--- config.mk ---
export PLATFORM = sky130hd
export DESIGN_NAME = inst_prefetch_queue
export DESIGN_NICKNAME = d
export VERILOG_FILES = /design/src/rtl/inst_prefetch_queue.sv
export SDC_FILE = /design/constraint.sdc
export NUM_CORES = 1
export LEC_CHECK = 0
export ABC_CLOCK_PERIOD_IN_PS = 5700
export CAP_MARGIN = 10
export CORE_ASPECT_RATIO = 0.6
export CORE_MARGIN = 5
export CORE_UTILIZATION = 32
export DETAILED_ROUTE_END_ITERATION = 16
export HOLD_SLACK_MARGIN = 0.06
export MAX_ROUTING_LAYER = met4
export PLACE_DENSITY = 0.6
export SYNTH_ARGS = -nofsm -noshare
export SYNTH_HDL_FRONTEND = slang
export SYNTH_SLANG_ARGS = --single-unit
--- constraint.sdc ---
create_clock -name clk -period 5.7 [get_ports clk]
set_clock_uncertainty 0.1 [all_clocks]
set_input_delay 1.71 -clock clk [delete_from_list [all_inputs] [get_ports clk]]
set_output_delay 1.71 -clock clk [all_outputs]
set_load 0.05 [all_outputs]
--- src/rtl/inst_prefetch_queue.sv ---
// Instruction prefetch queue: issues sequential sram-like fetches, keeps up to DEPTH in flight,
// and hands {pc, inst} to decode in order; a redirect flushes and discards in-flight returns.
module inst_prefetch_queue #(
  parameter int unsigned DEPTH    = 4,
  parameter logic [31:0] RESET_PC = 32'hbfc00000
) (
  input  logic        clk,
  input  logic        resetn,
  input  logic        redirect_valid,
  input  logic [31:0] redirect_pc,
  output logic        out_valid,
  input  logic        out_ready,
  output logic [31:0] out_pc,
  output logic [31:0] out_inst,
  output logic        inst_req,
  output logic        inst_wr,
  output logic [1:0]  inst_size,
  output logic [31:0] inst_addr,
  output logic [31:0] inst_wdata,
  input  logic [31:0] inst_rdata,
  input  logic        inst_addr_ok,
  input  logic        inst_data_ok
);

  localparam int unsigned PW = (DEPTH > 1) ? $clog2(DEPTH) : 1;
  localparam int unsigned CW = PW + 1;
  localparam logic [CW:0] DEPTH_S = (CW + 1)'(DEPTH);

  logic [31:0]      fetch_pc_q, fetch_pc_d;
  logic [31:0]      pc_q   [DEPTH];
  logic [31:0]      inst_q [DEPTH];
  logic [DEPTH-1:0] filled_q, filled_d;
  logic [PW-1:0]    head_q, head_d;
  logic [PW-1:0]    alloc_q, alloc_d;
  logic [PW-1:0]    fill_q, fill_d;
  logic [CW-1:0]    count_q, count_d;
  logic [CW-1:0]    drop_q, drop_d;
  logic [CW-1:0]    filled_cnt_s, pending_s;
  logic [CW:0]      inflight_s;
  logic             accept_s, pop_s, ret_keep_s, ret_drop_s;
  logic             unused_s;

  assign unused_s = ^redirect_pc[1:0];

  assign inst_wr    = 1'b0;
  assign inst_size  = 2'b10;
  assign inst_wdata = 32'h0000_0000;
  assign inst_addr  = fetch_pc_q;

  // Requests already in flight toward the bridge count against the slot budget,
  // including those that will be discarded after a redirect.
  assign inflight_s = {1'b0, count_q} + {1'b0, drop_q};
  assign inst_req   = resetn && !redirect_valid && (inflight_s < DEPTH_S);
  assign accept_s   = inst_req && inst_addr_ok;

  assign out_valid = filled_q[head_q] && !redirect_valid;
  assign out_pc    = pc_q[head_q];
  assign out_inst  = inst_q[head_q];
  assign pop_s     = out_valid && out_ready;

  assign ret_drop_s = inst_data_ok && (drop_q != '0);
  assign ret_keep_s = inst_data_ok && (drop_q == '0) && !redirect_valid;

  always_comb begin
    filled_cnt_s = '0;
    for (int i = 0; i < DEPTH; i++) begin
      filled_cnt_s = filled_cnt_s + CW'(filled_q[i]);
    end
  end

  assign pending_s = count_q - filled_cnt_s;

  always_comb begin
    fetch_pc_d = fetch_pc_q;
    head_d     = head_q;
    alloc_d    = alloc_q;
    fill_d     = fill_q;
    count_d    = count_q;
    drop_d     = drop_q;
    filled_d   = filled_q;
    if (redirect_valid) begin
      // Everything allocated but unfilled is still owed by the bridge and must be swallowed.
      fetch_pc_d = {redirect_pc[31:2], 2'b00};
      head_d     = fill_q;
      alloc_d    = fill_q;
      count_d    = '0;
      filled_d   = '0;
      drop_d     = drop_q + pending_s - CW'(inst_data_ok);
    end else begin
      fetch_pc_d       = accept_s ? (fetch_pc_q + 32'd4) : fetch_pc_q;
      alloc_d          = accept_s ? (alloc_q + PW'(1)) : alloc_q;
      drop_d           = ret_drop_s ? (drop_q - CW'(1)) : drop_q;
      fill_d           = ret_keep_s ? (fill_q + PW'(1)) : fill_q;
      head_d           = pop_s ? (head_q + PW'(1)) : head_q;
      filled_d[fill_q] = filled_q[fill_q] | ret_keep_s;
      filled_d[head_q] = filled_d[head_q] & ~pop_s;
      count_d          = count_q + CW'(accept_s) - CW'(pop_s);
    end
  end

  always_ff @(posedge clk) begin
    if (!resetn) begin
      fetch_pc_q <= RESET_PC;
      head_q     <= '0;
      alloc_q    <= '0;
      fill_q     <= '0;
      count_q    <= '0;
      drop_q     <= '0;
      filled_q   <= '0;
    end else begin
      fetch_pc_q <= fetch_pc_d;
      head_q     <= head_d;
      alloc_q    <= alloc_d;
      fill_q     <= fill_d;
      count_q    <= count_d;
      drop_q     <= drop_d;
      filled_q   <= filled_d;
    end
  end

  always_ff @(posedge clk) begin
    if (!resetn) begin
      for (int i = 0; i < DEPTH; i++) begin
        pc_q[i]   <= 32'h0000_0000;
        inst_q[i] <= 32'h0000_0000;
      end
    end else begin
      if (accept_s) begin
        pc_q[alloc_q] <= fetch_pc_q;
      end
      if (ret_keep_s) begin
        inst_q[fill_q] <= inst_rdata;
      end
    end
  end

endmodule
Word level (Yosys, flattened, before mapping)
Memory sizes are Yosys's and may differ from the RTL's. A register that Yosys moved wholly into a read port is not among the register bits.
Cells that the tools add are included.
{"block": "totals", "ff_bits": 48, "latch_bits": 0, "mem_bits_rw": 256, "mem_bits_ro": 0, "input_bits": 70, "out_inout_bits": 133, "elab_cells": 91, "mem_count": 2}
{"block": "classes", "addsub": 14, "mul": 0, "div": 0, "n_lt_le_gt_ge": 5, "eq_ne": 0, "shifts": 0, "n_mux": 37, "n_bitwise": 5, "reduce_logical": 20}
{"memory": "inst_q", "depth": 4, "word_bits": 32, "read_ports": 1, "rd_ports_with_merged_regs": 1, "wr": 4, "line": "31", "source": "logic [31:0] inst_q [DEPTH];"}
{"memory": "pc_q", "depth": 4, "word_bits": 32, "read_ports": 1, "rd_ports_with_merged_regs": 1, "wr": 4, "line": "30", "source": "logic [31:0] pc_q [DEPTH];"}
{"op": "$mux W32", "n": 4}
{"op": "$reduce_or A32 Y1", "n": 2}
{"op": "$add A32 B3 Y32 const B", "n": 1}
{"op": "$mux W2", "n": 10}
{"op": "$mux W1", "n": 14}
{"op": "$logic_and A1 B1 Y1", "n": 10}
{"op": "$bwmux W4", "n": 2}
{"op": "$add A2 B1 Y2 const B", "n": 3}
{"op": "$add A3 B1 Y3", "n": 2}
{"op": "$bmux W1 S2", "n": 3}
{"op": "$lt A2 B3 Y1 const B", "n": 2}
{"op": "$mux W3", "n": 2}
{"op": "$reduce_bool A2 Y1", "n": 3}
{"op": "$sub A3 B1 Y3", "n": 2}
{"op": "$add A3 B3 Y4", "n": 1}
{"op": "$demux W1 S2", "n": 2}
{"op": "$ge A2 B1 Y1 const B", "n": 2}
{"op": "$lt A4 B3 Y1 const B", "n": 1}
{"op": "$add A2 B1 Y3", "n": 1}
{"op": "$add A3 B3 Y3", "n": 1}
{"op": "$logic_not A3 Y1", "n": 1}
{"op": "$not A1 Y1", "n": 3}
{"op": "$reduce_bool A3 Y1", "n": 1}
{"op": "$sub A3 B1 Y3 const B", "n": 1}
{"op": "7 further kinds", "n": 7}

Longest topological paths before layout
Gate-level depths: netlist of the first run.
{"block": "depth", "word_depth": 9, "ltp_mapped": 14, "ltp_nobuf": 13}

Least setup slack after synthesis of the first run
No wires, ideal clock.
{"block": "synth_path", "kind": "input to output", "start": "input resetn", "end": "output inst_req", "t_arrival_ns": 3.338, "required_time_ns": 3.890, "setup_slack_ns": 0.552, "stages": 4, "path_buffers": 1, "cell_sequence": "clkbuf_2 nand2b_2 or3_1 nor3_1"}
{"block": "synth_via", "elab_chain_cells": 2}
{"item": "start, declared", "line": "8", "source": "input logic resetn,"}
{"item": "$logic_and A1 B1 Y1 (2 in series)", "line": "53", "source": "assign inst_req = resetn && !redirect_valid && (inflight_s < DEPTH_S);"}
{"item": "end, declared", "line": "15", "source": "output logic inst_req,"}
No other way between the ends.

Worst setup path after layout of the first run
{"block": "layout_path", "start": "input redirect_valid", "end": "output inst_req"}
{"block": "layout_via", "elab_chain_cells": 3}
{"item": "start, declared", "line": "9", "source": "input logic redirect_valid,"}
{"item": "$logic_not A1 Y1", "line": "53"}
{"item": "$logic_and A1 B1 Y1 (2 in series)", "line": "53"}
No other way between the ends.

==> summary.md, run 1 <==
- **endpoints failing setup** 0
- **die footprint** 48300 µm²
- **effective utilization at floorplan** 32.4%
- **fmax** 195 MHz
- **Vert. Die Dim** 172 µm
- **Switch Pwr** 1.69 mW
- **fin crit period** 5120 ps
- **leftover overflow at the end of global routing** 0
- **classification of the worst-slack hold path** flop to flop
- **gp weighted congestion** 0.774
- **element type at the critical path end** primary output
- **number of clock buffers inserted by TritonCTS** 30
- **DRC violations left** 0
- **Max VDD drop** 0.230 mV
- **Comb power frac** 20.7%
- **sequential share of power** 45.6%
- **# Post-CTS Setup Buffers** 0
- **synthesized area per cell** 13.6 µm²
- **count of pins on the block boundary** 203
- **Power per Cell Area** 333 nW/µm²
- **Leak** 6.34 nW
- **total power of the final layout** 5.72 mW
- **post-detailed-route count of antenna-violating nets** 0
- **total half-perimeter wirelength after legalization and detailed placement** 24000 µm
- **quantity of hold-fixing buffers added after cts** 0
- **launch point of the worst hold path** inst_addr[29]
- **cts repair resizes** 0
- **fraction of power spent switching nets** 29.5%
- **first-pass GRT wire length** 57000 µm
- **proportion of synthesized chip area in sequential cells** 59.9%
- **instance count of the mapped netlist** 1030
- **antenna violations before repair** 2
- **Pins Over Slew Limit** 0
- **end of the worst hold path** inst_addr[29]
- **WL/cell** 21.3 µm
- **Most Crowded Layer GR** met2
- **via total after detailed routing** 8924
- **GR Util met3** 2.91%
- **gr usage total** 15.7%
- **via count of the first global-routing pass** 9097
- **met1 capacity usage during global routing** 22.0%
- **WHS Path Cells** 2
- **post-synth design cell area** 14000 µm²
- **Worst-Margin Slew** 821 ps
- **global-route track usage on met2** 23.9%
- **per-cell via count in the routed design** 5.01
- **worst-case setup slack after placement** 72.3 ps
- **ys flop type** edfxtp_1
- **clock-pin slew on the worst setup and hold paths** 60 ps
- **fraction of registers with async set/reset** 0%
- **clock latency on the worst-skew pair** 570 ps
- **synth-to-layout area growth** 22.4%
- **r2r worst-path depth** 13
- **Worst EP arrival** 3310 ps
- **number of iterations in the first detailed-routing pass** 5
- **CTS HTree Levels** 1
- **synth unique cells** 61
- **Clock Root Buffer** clkbuf_16
- **DRC marker count from the first detailed-route iteration** 814
- **final critical-path share of the clock period** 89.8%
- **type of origin of the critical path** input pin
- **DP Cell Count** 1726
- **clock group share of total power** 33.7%
- **maximum buffer depth of the clock tree** 3
- **Synth Register Bits** 296
- **number of flops mapped to enable cells by yosys** 248
- **required time of the critical path** 3890 ps
- **number of hold violations in the final report** 0
- **Finished Layout Cells** 1781
- **wire length reported by the detailed router** 37900 µm
- **internal power of the cells** 4.03 mW
- **number of max-capacitance violations reported** 0
- **Die X** 280 µm
- **share of final-layout standard cells stronger than drive strength 1** 13.2%
- **synth warn** 0
- **worst hold slack across all endpoints** 450 ps
- **largest fanout on the critical path** 8
- **status** completed
- **crit path setup slack, layout** 579 ps
- **RSZ-0062 raised after global routing** false
- **CTS tree** yes
- **final sum of negative setup slack** 0 ps
- **Max transition margin** 44.8%
- **site row count** 59
- **input/output buffers** 161
- **sinks on the clock net** 296
- **largest net degree at the start of global routing** 53
- **origin of the critical flop-to-flop path** filled_q[0]
- **number of nets in the finished design** 1273
- **R2R setup slack** 1900 ps
- **placeable core region** 43300 µm²
- **critical path class** input pin to primary output
- **worst reg2reg endpoint** drop_q[2]
## synth_stat cells, types with 5 or more instances
| cell | n | share of area [%] |
|---|---|---|
| nor4_1 | 12 | 0.53 |
| nand3_1 | 21 | 0.75 |
| edfxtp_1 | 248 | 53 |
| mux4_2 | 65 | 10 |
| fa_1 | 6 | 0.86 |
| ha_1 | 18 | 1.6 |
| clkbuf_1 | 55 | 1.5 |
| o21ai_0 | 20 | 0.71 |
| a31oi_1 | 6 | 0.27 |
| xnor2_1 | 16 | 1.0 |
| nand2b_1 | 5 | 0.22 |
| nor3_1 | 13 | 0.46 |
| and3_1 | 67 | 3.0 |
| a21oi_1 | 30 | 1.1 |
| nor2_1 | 33 | 0.88 |
| inv_1 | 24 | 0.64 |
| or4_1 | 5 | 0.27 |
| and2_1 | 172 | 7.7 |
| a221oi_1 | 6 | 0.37 |
| o211ai_1 | 5 | 0.27 |
| nand2_1 | 28 | 0.75 |
| dfxtp_1 | 48 | 6.8 |
| buf_4 | 39 | 2.1 |
| nand4_1 | 14 | 0.62 |
| buf_2 | 13 | 0.46 |
## logic make-up after synthesis
kind of cell,share of synthesized area [%]
buffers and inverters,4.88
AND/OR/NAND/NOR,16.6
multiplexers,10.7
AO/OA/AOI/OAI,4.28
XOR/XNOR,1.06
flip-flops,59.9
other,0.0535
adder cells (fa/ha/maj),2.46
## placed cells by master (no fill, tap or decap), types with 4 or more instances in the layout
master / n
a2111oi_0: 4
a21o_1: 4
a21oi_1: 30
a221oi_1: 6
a2bb2oi_1: 4
a31oi_1: 6
and2_1: 172
and3_1: 67
buf_12: 5
buf_4: 26
clkbuf_1: 11
clkbuf_16: 30
clkdlybuf4s50_1: 158
clkinv_1: 8
conb_1: 39
dfxtp_1: 46
edfxtp_1: 248
fa_1: 6
ha_1: 18
inv_1: 24
mux4_2: 65
nand2_1: 28
nand2b_1: 5
nand3_1: 21
nand4_1: 14
nor2_1: 32
nor3_1: 9
nor3_2: 6
nor4_1: 12
o211ai_1: 5
o21ai_0: 20
or4_1: 5
xnor2_1: 16
## worst max-delay path: stages
cell and delay (ps):
clkdlybuf4s50_1 480, nand2b_2 320, or3_1 350, nor3_1 170, buf_4 160, buf_12 120
## area by class of cell
| class | instances | area (µm²) |
|---|---|---|
| fill | 4034 | 26200 |
| multi-input combinational | 634 | 5110 |
| clock buffer | 41 | 792 |
| timing repair buffer | 190 | 1880 |
| tap | 579 | 724 |
| sequential | 296 | 8420 |
| antenna | 1 | 2.50 |
| clock inverter | 13 | 148 |
| inverter | 27 | 101 |
## flip-flops by register name, indices dropped and copies added (netlist names), named ones only
name and count:
inst_q 128, pc_q 120, inst_addr 30, filled_q 4, count_q 3, drop_q 3, alloc_q 2, fill_q 2
head_q 2
## per-stage QoR
| stage | cell area [µm²] | util, % |
|---|---|---|
| 5_1_grt | 17200 | 39.6 |
| 4_1_cts | 17200 | 39.6 |
| 3_3_place_gp | 16200 | 37.5 |
| 2_1_floorplan | 14200 | - |
| 6_report | 17200 | 39.6 |
| 3_5_place_dp | 16200 | 37.5 |
## worst max-delay path by stage
stage               slack [ps]         to  cells after the start            from
global placement           120  drop_q[2]                     14    inst_data_ok
global route               460   inst_req                      6  redirect_valid
CTS                        520   inst_req                      6  redirect_valid
detailed placement          70  drop_q[2]                     14    inst_data_ok
finish                     580   inst_req                      6  redirect_valid
floorplan                  550   inst_req                      4          resetn
## power by group through the flow
stage / clock [mW] / combinational [mW] / sequential (mW)
finish: 1.93 / 1.18 / 2.61
global route: 2.06 / 1.26 / 2.63
global placement: 0 / 1.19 / 2.65
floorplan: 0 / 0.790 / 2.64
detailed placement: 0 / 1.19 / 2.66
CTS: 1.98 / 1.20 / 2.61
## per-layer routing
metal  up-vias  share of wire [%]
li1       4063                  -
met1      4533                 46
met2       268                 45
met3        60                5.8
met4         0                2.9
met5         -                  0
Note: power is estimated with default switching activity, not from simulation.
==> run 2: changes to the inputs <==
--- a/config.mk
+++ b/config.mk
@@ -14,6 +14,7 @@
 export HOLD_SLACK_MARGIN = 0.06
 export MAX_ROUTING_LAYER = met4
 export PLACE_DENSITY = 0.6
+export SKIP_LAST_GASP = 1
 export SYNTH_ARGS = -nofsm -noshare
 export SYNTH_HDL_FRONTEND = slang
 export SYNTH_SLANG_ARGS = --single-unit
==> results of run 2 <==
Same layout as run 1: the final DEF is identical, and so are final timing and power.
==> run 3: changes to the inputs <==
--- a/config.mk
+++ b/config.mk
@@ -5,12 +5,14 @@
 export SDC_FILE = /design/constraint.sdc
 export NUM_CORES = 1
 export LEC_CHECK = 0
+export ABC_AREA = 1
 export ABC_CLOCK_PERIOD_IN_PS = 5700
 export CAP_MARGIN = 10
 export CORE_ASPECT_RATIO = 0.6
 export CORE_MARGIN = 5
 export CORE_UTILIZATION = 32
 export DETAILED_ROUTE_END_ITERATION = 16
+export GPL_ROUTABILITY_DRIVEN = 1
 export HOLD_SLACK_MARGIN = 0.06
 export MAX_ROUTING_LAYER = met4
 export PLACE_DENSITY = 0.6
==> run 3 against run 2 <==
First-iteration DRC count up 44%. Critical path depth stayed put. Final area about the same. Synthesized cell count grew 42%. Die area about the same. Flip-flop and latch count stayed put. Register-to-register slack got worse by 60 ps. Via count increased by 20%. Setup slack got worse by 260 ps. Non-clock buffer count fell by 4. Largest power group unchanged.
==> summary.md, run 3 <==
- **site row count** 59
- **Worst EP arrival** 3570 ps
- **Met3 Wirelength** 2520 µm
- **area fraction in compound gates after synthesis** 10.7%
- **post-synth design cell area** 14000 µm²
- **Crit path top cell by count** buf_4
- **Pins Over Slew Limit** 0
- **post-layout instance area** 17200 µm²
- **Die X** 280 µm
- **WL/cell** 18.3 µm
- **proportion of synthesized chip area in sequential cells** 59.9%
- **cell accounting for the most synthesized area** edfxtp_1
- **status** completed
- **DRT met1 WL** 19400 µm
- **Power per Cell Area** 349 nW/µm²
- **largest fanout on the critical path** 65
- **post-place instance area** 16100 µm²
- **slowest CP cell** clkdlybuf4s50_1
- **ys flop type** edfxtp_1
- **first-pass GRT wire length** 61600 µm
- **via count of the first global-routing pass** 10500
- **fin crit period** 5380 ps
- **DRC marker count from the first detailed-route iteration** 1175
- **final sum of negative setup slack** 0 ps
- **cts repair resizes** 0
- **number of iterations in the first detailed-routing pass** 5
- **total half-perimeter wirelength after legalization and detailed placement** 25400 µm
- **final critical-path share of the clock period** 94.4%
- **top-area cell type share of the netlist area** 53.0%
- **# Post-CTS Setup Buffers** 0
- **number of max-capacitance violations reported** 0
- **clock latency on the worst-skew pair** 560 ps
- **category of cells accounting for the largest share of critical-path delay** buffers and inverters
- **Synth Area in Adders** 2.46%
- **maximum buffer depth of the clock tree** 3
- **XOR/XNOR share of the synthesized area** 1.31%
- **critical path class** flop to primary output
- **gr usage total** 16.7%
- **total length of routed met2 wires** 17700 µm
- **Antenna diodes** 0
- **list of most frequent post-synthesis cells** 412 x nor2_1, 248 x edfxtp_1, 158 x o21ai_0
- **antenna violations before repair** 0
- **DRC violations left** 0
- **WHS Path Cells** 2
- **fmax** 186 MHz
- **CTS tree** yes
- **top layer used by detailed routing** met4
- **wire length reported by the detailed router** 40200 µm
- **max FFs per register** 128
- **leftover overflow at the end of global routing** 0
- **synth unique cells** 41
- **Worst-Margin Slew** 1070 ps
- **CTS HTree Levels** 1
- **simple-gate portion of the synthesized area** 17.7%
- **share of final-layout standard cells stronger than drive strength 1** 7.09%
- **die footprint** 48300 µm²
- **gp weighted congestion** 0.852
- **most numerous cell in the Yosys netlist** nor2_1
- **fraction of registers with async set/reset** 0%
- **largest net degree at the start of global routing** 125
- **Max VDD drop** 0.205 mV
- **number of nets in the finished design** 1693
- **filler instances** 4230
- **number of buffer and inverter instances along the worst setup path** 4
- **post-detailed-route count of antenna-violating nets** 0
- **RSZ-0062 raised after global routing** false
- **input/output buffers** 161
- **largest family of logic cells by synthesized area** simple AND/OR/NAND/NOR gates
- **via total after detailed routing** 10700
- **instance count of the mapped netlist** 1460
- **Clock Root Buffer** clkbuf_16
- **r2r worst-path depth** 13
- **Vert. Die Dim** 172 µm
- **clock-pin slew on the worst setup and hold paths** 60 ps
- **Leak** 6.66 nW
- **required time of the critical path** 3890 ps
- **maximum cell stage delay along the critical path** 890 ps
- **synth-to-layout area growth** 22.4%
- **ranking of synthesized cells by area** edfxtp_1 53%, nor2_1 11%, dfxtp_1 6.8%, o21ai_0 5.6%, inv_1 3.0%
- **synth warn** 0
- **number of clock buffers inserted by TritonCTS** 30
- **Synth Register Bits** 296
- **classification of the worst-slack hold path** flop to flop
- **number of flops mapped to enable cells by yosys** 248
- **top library cells by usage in the layout, fill and taps aside** 412 x nor2_1, 248 x edfxtp_1, 158 x o21ai_0
- **register with the most flip-flops** inst_q
- **Max transition margin** 28.7%
- **type of origin of the critical path** flop
- **mux share of post-synthesis cell area** 0%
- **number of cells on the critical path** 6
- **number of hold violations in the final report** 0
- **element type at the critical path end** primary output
- **worst-case setup slack after placement** 10.7 ps
- **sinks on the clock net** 296
- **series of cell instances along the critical path** clkinv_2 -> buf_4 -> buf_4 -> o21ai_0 -> o22ai_1 -> clkdlybuf4s50_1
- **crit path setup slack, layout** 319 ps
- **quantity of hold-fixing buffers added after cts** 0
- **effective utilization at floorplan** 32.4%
- **count of pins on the block boundary** 203
- **synthesized area per cell** 9.62 µm²
- **per-cell via count in the routed design** 4.88
- **most common library cell in the layout ignoring fill and taps** nor2_1
- **placeable core region** 43300 µm²
- **endpoints failing setup** 0
[run 3: cell types whose count changed in the layout (fill, tap and decap cells not counted), moves of 19 or more]
cell | before | now
inv_1 | 24 | 110
nand2_1 | 28 | 109
and3_1 | 67 | 0
nor2_1 | 32 | 412
o21ai_0 | 20 | 158
o22ai_1 | 0 | 62
mux4_2 | 65 | 0
nand3_1 | 21 | 40
and2_1 | 172 | 4
[run 3: metrics by stage]
step	power (mW)	util [%]	hold WS [ps]	instances
floorplan	3.41	-	389	1497
global placement	3.81	37.1	409	2146
detailed placement	3.83	37.1	416	2146
CTS	6.06	39.7	425	2202
global route	6.25	39.7	459	2202
finish	6.00	39.7	433	2202
[run 3: worst paths after layout]
path,start,endpoint,slack [ps]
max reg2reg,filled_q[0],drop_q[2],1840
min,alloc_q[1],alloc_q[1],430
min reg2reg,alloc_q[1],alloc_q[1],430
max,flop,out_inst[31],320
[run 3: tightest hold or removal path, delay by kind of cell (launching register included)]
family / cells / cell delay [ps]
AND/OR/NAND/NOR: 1 / 70
flip-flops: 1 / 330
AO/OA/AOI/OAI: 1 / 80
[run 3: layout make-up]
class	instances	area, µm²	share of cell area [%]
well taps	579	724	4.21
clock inverters	21	303	1.76
flip-flops and latches	296	8410	48.9
clock buffers	35	821	4.77
inverters	119	453	2.63
multi-input cells	966	4660	27.1
repair buffers	186	1820	10.6
[run 3: per-layer routing]
metal / vias up / track usage [%]
met1: 5245 / 24.4
met4: 0 / 2.89
met5: - / -
met3: 40 / 3.00
li1: 5132 / -
met2: 325 / 24.7
[run 3: cell families after synthesis]
family | Yosys count
flops | 296
other cells | 2
buf+inv | 235
fa+ha+maj | 24
compound gates | 274
xor+xnor | 21
simple gates | 608
[run 3: where the power goes]
| part | switching, mW | internal (mW) |
|---|---|---|
| clock | 0.879 | 1.35 |
| combinational | 0.842 | 0.347 |
| sequential | 0.0739 | 2.51 |
| total | 1.80 | 4.21 |
